[src/rtl/serial_ch_rx.sv]
// Serial channel receiver: deserialises an MSB-first gray-coded bit stream into words,
// decodes them to binary and buffers them in a show-ahead FIFO with frame/error reporting.
module serial_ch_rx #(
    parameter int unsigned DATA_W = 16,
    parameter int unsigned DEPTH  = 4,
    parameter int unsigned CNT_W  = 8
) (
    input  logic              clk_out16x,
    input  logic              rst,
    input  logic              ser_in,
    input  logic              ser_vld,
    input  logic              word_ready,
    output logic [DATA_W-1:0] word_out,
    output logic              word_valid,
    output logic              frame_done,
    output logic [CNT_W-1:0]  frame_words,
    output logic              frag_err,
    output logic              ovf_err
);

    localparam int unsigned AW = $clog2(DEPTH);
    localparam int unsigned PW = AW + 1;
    localparam int unsigned BW = $clog2(DATA_W + 1);

    typedef enum logic [0:0] {StIdle, StShift} state_e;

    state_e state_q, state_d;

    logic [DATA_W-1:0] sr_q;
    logic [BW-1:0]     bit_cnt_q;
    logic [CNT_W-1:0]  word_cnt_q;
    logic [CNT_W-1:0]  frame_words_q;
    logic              frame_done_q, frag_err_q, ovf_err_q;

    logic [DATA_W-1:0] mem [DEPTH];
    logic [PW-1:0]     wr_ptr_q, rd_ptr_q;

    logic              start, shift_en, last_bit, end_frame;
    logic [DATA_W-1:0] gray, bin;
    logic              empty, full, push, pop, push_ok;

    // State register
    always_ff @(posedge clk_out16x) begin
        if (rst) begin
            state_q <= StIdle;
        end else begin
            state_q <= state_d;
        end
    end

    // Next-state logic
    always_comb begin
        state_d = state_q;
        unique case (state_q)
            StIdle:  if (ser_vld)  state_d = StShift;
            StShift: if (!ser_vld) state_d = StIdle;
            default: state_d = StIdle;
        endcase
    end

    // FSM decoded controls
    always_comb begin
        start     = 1'b0;
        shift_en  = 1'b0;
        last_bit  = 1'b0;
        end_frame = 1'b0;
        unique case (state_q)
            StIdle: begin
                start    = ser_vld;
                shift_en = ser_vld;
            end
            StShift: begin
                shift_en  = ser_vld;
                last_bit  = ser_vld && (bit_cnt_q == BW'(DATA_W - 1));
                end_frame = !ser_vld;
            end
            default: ;
        endcase
    end

    // Each binary bit is the XOR of all gray bits at or above it.
    assign gray = {sr_q[DATA_W-2:0], ser_in};
    always_comb begin
        bin = '0;
        for (int i = 0; i < DATA_W; i++) begin
            bin[i] = ^(gray >> i);
        end
    end

    assign empty   = (wr_ptr_q == rd_ptr_q);
    assign full    = (wr_ptr_q[AW] != rd_ptr_q[AW]) && (wr_ptr_q[AW-1:0] == rd_ptr_q[AW-1:0]);
    assign pop     = !empty && word_ready;
    assign push    = last_bit;
    assign push_ok = push && (!full || pop);

    // Shift register, bit/word counters and frame status
    always_ff @(posedge clk_out16x) begin
        if (rst) begin
            sr_q          <= '0;
            bit_cnt_q     <= '0;
            word_cnt_q    <= '0;
            frame_words_q <= '0;
            frame_done_q  <= 1'b0;
            frag_err_q    <= 1'b0;
            ovf_err_q     <= 1'b0;
        end else begin
            frame_done_q <= end_frame;
            frag_err_q   <= end_frame && (bit_cnt_q != '0);
            ovf_err_q    <= push && !push_ok;
            if (end_frame) begin
                frame_words_q <= word_cnt_q;
            end
            if (shift_en) begin
                sr_q <= gray;
            end
            if (start) begin
                bit_cnt_q  <= BW'(1);
                word_cnt_q <= '0;
            end else if (last_bit) begin
                bit_cnt_q <= '0;
                if (word_cnt_q != '1) begin
                    word_cnt_q <= word_cnt_q + CNT_W'(1);
                end
            end else if (shift_en) begin
                bit_cnt_q <= bit_cnt_q + BW'(1);
            end
        end
    end

    // FIFO pointers
    always_ff @(posedge clk_out16x) begin
        if (rst) begin
            wr_ptr_q <= '0;
            rd_ptr_q <= '0;
        end else begin
            if (push_ok) begin
                wr_ptr_q <= wr_ptr_q + PW'(1);
            end
            if (pop) begin
                rd_ptr_q <= rd_ptr_q + PW'(1);
            end
        end
    end

    // Storage is not reset; word_out is masked while the FIFO is empty.
    always_ff @(posedge clk_out16x) begin
        if (push_ok) begin
            mem[wr_ptr_q[AW-1:0]] <= bin;
        end
    end

    assign word_valid  = !empty;
    assign word_out    = empty ? '0 : mem[rd_ptr_q[AW-1:0]];
    assign frame_done  = frame_done_q;
    assign frame_words = frame_words_q;
    assign frag_err    = frag_err_q;
    assign ovf_err     = ovf_err_q;

endmodule

[config.mk]
export PLATFORM = sky130hd
export DESIGN_NAME = serial_ch_rx
export DESIGN_NICKNAME = d
export VERILOG_FILES = /design/src/rtl/serial_ch_rx.sv
export SDC_FILE = /design/constraint.sdc
export NUM_CORES = 1
export LEC_CHECK = 0
export BUFFER_PORTS_ARGS = -buffer_cell sky130_fd_sc_hd__clkbuf_2
export CAP_MARGIN = 20
export CELL_PAD_IN_SITES_DETAIL_PLACEMENT = 0
export CELL_PAD_IN_SITES_GLOBAL_PLACEMENT = 1
export CORE_MARGIN = 8
export CORE_UTILIZATION = 35
export CTS_BUF_LIST = sky130_fd_sc_hd__clkbuf_4
export DETAILED_ROUTE_END_ITERATION = 8
export GPL_TIMING_DRIVEN = 0
export PLACE_DENSITY_LB_ADDON = 0.1
export SYNTH_ARGS = -nofsm -noshare
export SYNTH_HDL_FRONTEND = slang
export SYNTH_SLANG_ARGS = --single-unit
[constraint.sdc]
create_clock -name clk_out16x -period 3.6 [get_ports clk_out16x]
set_clock_uncertainty 0.2 [all_clocks]
set_input_delay 0.72 -clock clk_out16x [delete_from_list [all_inputs] [get_ports clk_out16x]]
set_output_delay 0.72 -clock clk_out16x [all_outputs]
set_load 0.02 [all_outputs]
# After elaboration in Yosys (flattened, before gate mapping)
# Memories as Yosys holds them, arrays and structs flattened. A register that Yosys moved wholly into a read port is not among the register bits.
# Cells that the tools add are included.
# op_classes
n_reduce_logical	32
eq_ne	5
addsub	4
n_mux	12
# op_table
cell	n
$reduce_xor A16 Y1	16
$mux W16	1
$mux W1	9
$add A8 B1 Y8 const B	1
$ne A8 B8 Y1 const B	1
$add A3 B1 Y3 const B	2
$logic_and A1 B1 Y1	6
$add A5 B1 Y5 const B	1
$eq A5 B4 Y1 const B	1
$reduce_bool A5 Y1	1
$logic_not A1 Y1	4
$mux W2	2
$eq A3 B3 Y1	1
$reduce_bool A3 Y1	1
$reduce_or A3 Y1	1
$eq A2 B2 Y1	1
$reduce_and A2 Y1	1
$reduce_or A2 Y1	1
$logic_or A1 B1 Y1	1
$ne A1 B1 Y1	1
# word_totals
ramBits	64
register_bits	46
output_inout_bits	28
memories	1
inputBits	5
wordCells	65
# memory_table
name	words	word_bits	rd	rd_clocked_by_memory_dff	write_ports	line_no	source
mem	4	16	1	1	1	35	logic [DATA_W-1:0] mem [DEPTH];

# Longest topological paths before layout
# logic_depth
depth_word	7
mapped_depth	7
mapped_depth_nobuf	7

# Worst setup path before layout
# Ideal clock, no wire load.
# synth_timing
kind	reg2out
start	register with a tool-made name
end	output word_out[12]
path_stages_with_launch	5
setup_slack_ps	959
path_buffers	2
required_ps	2680
arrival_time_ps	1721
path_cell_list	dfxtp_1 clkbuf_1 buf_2 mux4_2 nor2b_1
# synth_rtl
item	line_no	source
end, declared	13	output logic [DATA_W-1:0] word_out,

==> summary.txt <==
via count of the first global-routing pass - 2673
number of buffers inserted by port buffering - 32
Max Buffers Root-to-Sink - 2
clock buffer count from CTS - 9
final setup violation count - 0
proportion of layout cells with a drive suffix above 1 - 18.23%
path length in cells of the critical path - 5
RSZ-0062 raised after global routing - no
post-DR wirelength/cell - 15.53 µm
total length of routed wires - 8869 µm
clock latency at the later pin of the worst-skew pair - 0.46 ns
setup slack of the critical path after layout - 0.2462 ns
# clock sinks - 112
root buffer cell - sky130_fd_sc_hd__clkbuf_4
net count after synthesis - 361
power per cell area - 386.4 nW/µm²
portion of total power attributed to the clock network - 31.1%
top cell family by delay on the critical path - buffers and inverters
number of detailed-route iterations in the first pass - 4
Startpoint Class - flip-flop
post-layout net count - 404
run status - finished, final reports clean
number of warnings reported in the yosys synthesis log - 0
Peak Freq - 298.2 MHz
Worst path max stage delay - 0.57 ns
wire length of the first global-routing pass - 14640 µm
GPL Wtd Cong - 0.7112
final HPWL from detailed placement - 6046 µm
via density per instance - 4.665
min-delay worst type - reg -> reg
R2R setup slack - 0.52 ns
antenna violations before repair - 0
Setup TNS Final - 0 ns
total of flip-flops plus latches after synthesis - 112
critical path data arrival time - 2.43 ns
number of remaining DRC errors - 0
clock tree from TritonCTS - built
total leakage power - 0.001936 µW
share of the core filled with cells - 39.95%
overflow left after global routing - 0
final hold violation count - 0
mean instance size in the synthesized netlist - 13.60 µm²
commonest cells after routing, fill and taps aside - sky130_fd_sc_hd__edfxtp_1, sky130_fd_sc_hd__dfxtp_1, sky130_fd_sc_hd__clkbuf_2, sky130_fd_sc_hd__nor2_1, sky130_fd_sc_hd__nand2_1
GRT Resource Usage Total - 10.56%
DRT antenna net count - 0
Post CTS Setup Buffer Count - 0
critical path buffer and inverter count - 3
First DRT Iteration DRCs - 163
reg-to-reg critical path startpoint - bit_cnt_q[0]
Post-synth top flop - sky130_fd_sc_hd__edfxtp_1
Final Cycle Share - 93.16%
slew at the pin closest to its max-slew limit - 0.8930 ns
Slowest cell on crit path - sky130_fd_sc_hd__clkbuf_1
Vias - 2664
time the final worst path needs with I/O delays and setup - 3.354 ns
worst flop-to-flop path endpoint - mem[0][15]
cell seen most often among critical-path stages - sky130_fd_sc_hd__clkbuf_1
Worst Reg-to-Reg Cells - 6
cell count of the worst hold path - 2
required time of the critical path - 2.68 ns
setup slack at placement - 0.2688 ns
worst vdd rail ir drop - 0.0001466 V
largest net degree at the start of global routing - 23
post-synthesis instance area - 4718 µm²
CTS clock-pin slew for the worst setup and hold paths - 0.17 ns
share of synthesized area occupied by flip-flops and latches - 61.10%
Die H - 132.1 µm
largest fanout on the critical path - 10
H-Tree Depth - 3
Die X - 132.1 µm
floorplan row count - 42
Power Internal - 1537 µW
Cell Count, Final, Fillers Out - 571
Die Footprint - 17450 µm²
number of flops mapped to enable cells by yosys - 64
Final Slew Violations - 0
cells along the critical path - clkbuf_1 > clkbuf_1 > mux4_2 > nor2b_1 > clkbuf_2
synthesis-to-finish area growth - 11.69%
Comb power frac - 2.6%
switching share of total power - 24.54%
Crit. End Element - primary output
fraction of synthesis flops using an asynchronous set or reset pin - 0%
total of max-cap violations - 0
path type of the worst setup path - reg -> out
Cell variety after synth - 41
diode count - 0
I/O pins - 33
number of instances in the synthesized netlist - 347
Core Region - 13190 µm²
Sw Pwr - 499.7 µW
final-layout fill cell count - 1285
Initial Util - 35.77%
most common cell after layout, fill and taps aside - sky130_fd_sc_hd__edfxtp_1
last element of the critical path - word_out[13]
Placed Cells incl. Taps - 556
Flop pwr share - 66.3%
headroom to the max-slew limit - 40.47%
==> worst min-delay path by stage <==
stage	startpoint	to	slack, ns
3_3_place_gp	frame_words[7]	frame_words[7]	0.24
3_5_place_dp	frame_words[5]	frame_words[5]	0.25
4_1_cts	frame_words[5]	frame_words[5]	0.27
6_report	frame_words[5]	frame_words[5]	0.27
2_1_floorplan	word_cnt_q[6]	frame_words[6]	0.25
5_1_grt	frame_words[2]	frame_words[2]	0.29
==> power by group through the flow <==
stage / clock network [µW] / logic, µW / registers, µW
after floorplan: 0 / 36.6 / 1380
after global placement: 0 / 53.9 / 1380
after detailed placement: 0 / 54.0 / 1380
after CTS: 662 / 54.3 / 1350
after global routing: 714 / 59.2 / 1350
final: 633 / 52.7 / 1350
==> worst reg2reg max path, delay by kind of cell (launching register included) <==
family                   cells  cell delay [ns]
flip-flops                   1             0.44
adder cells (fa/ha/maj)      2             0.41
AND/OR/NAND/NOR              3             1.21
AO/OA/AOI/OAI                1             0.44
==> logic make-up after synthesis <==
| kind of cell | Yosys count | share of synthesized area, % |
|---|---|---|
| compound gates | 33 | 4.402 |
| xor+xnor | 35 | 8.565 |
| fa+ha+maj | 9 | 2.387 |
| buf+inv | 26 | 2.095 |
| flops | 112 | 61.10 |
| mux | 34 | 11.46 |
| simple gates | 98 | 9.997 |
==> synth_stat cells (2+ instances only) <==
library cell,instances,area share [%]
sky130_fd_sc_hd__nand3_1,2,0.21
sky130_fd_sc_hd__ha_1,9,2.4
sky130_fd_sc_hd__inv_1,12,0.95
sky130_fd_sc_hd__and2_1,3,0.40
sky130_fd_sc_hd__nand2b_1,2,0.27
sky130_fd_sc_hd__xor3_2,2,1.1
sky130_fd_sc_hd__nor2b_1,18,2.4
sky130_fd_sc_hd__a31oi_1,2,0.27
sky130_fd_sc_hd__nor2_1,31,2.5
sky130_fd_sc_hd__xnor2_1,14,2.6
sky130_fd_sc_hd__dfxtp_1,48,20
sky130_fd_sc_hd__a211oi_1,2,0.32
sky130_fd_sc_hd__xnor3_1,2,0.95
sky130_fd_sc_hd__nand4_1,3,0.40
sky130_fd_sc_hd__buf_1,2,0.16
sky130_fd_sc_hd__or3_1,3,0.40
sky130_fd_sc_hd__o31ai_1,2,0.32
sky130_fd_sc_hd__nor3_1,7,0.74
sky130_fd_sc_hd__mux4_2,16,7.6
sky130_fd_sc_hd__clkbuf_1,11,0.88
sky130_fd_sc_hd__mux2i_1,18,3.8
sky130_fd_sc_hd__a21oi_1,14,1.5
sky130_fd_sc_hd__nand2_1,23,1.8
sky130_fd_sc_hd__and3_1,4,0.53
sky130_fd_sc_hd__xor2_1,14,2.6
sky130_fd_sc_hd__o21ai_0,4,0.42
sky130_fd_sc_hd__edfxtp_1,64,41
sky130_fd_sc_hd__a41o_1,2,0.42
==> flip-flops by register name (all words and copies together) (netlist names), named ones only <==
signal / cells
state_q: 1
frag_err: 1
ovf_err: 1
frame_done: 1
rd_ptr_q: 3
bit_cnt_q: 5
frame_words: 8
mem: 64
sr_q: 15
wr_ptr_q: 3
word_cnt_q: 8
==> cell type report <==
class | instances | area [µm²] | share of cell area, %
multi-input cells | 209 | 1750 | 33.21
clock inverters | 7 | 76.32 | 1.448
repair buffers | 33 | 175.2 | 3.324
inverters | 12 | 45.04 | 0.8547
well taps | 176 | 220.2 | 4.179
clock buffers | 9 | 67.56 | 1.282
plain buffers | 13 | 52.55 | 0.9972
flip-flops and latches | 112 | 2883 | 54.70
==> repair_timing <==
item                                    CTS  global route
hold buffers                              0             0
gates resized for setup                   2             1
hold endpoints to repair                  0             0
endpoints found under the setup margin   11            11
gates cloned                              0             0
==> per-stage QoR <==
step	hold slack (ns)	power, µW	instance area (µm²)
floorplan	0.2548	1415	4718
global placement	0.2440	1432	5099
detailed placement	0.2483	1432	5116
CTS	0.2696	2067	5268
global route	0.2904	2126	5270
finish	0.2675	2036	5270
==> metal layers <==
| metal | track usage, % | wire (µm) | vias up |
|---|---|---|---|
| met2 | 17.01 | 4252 | 34 |
| met5 | 0 | 0 | - |
| met3 | 2.934 | 342 | 7 |
| li1 | - | - | 1335 |
| met1 | 13.26 | 4185 | 1288 |
| met4 | 3.829 | 89 | 0 |
(Power assumes the default switching activity.)
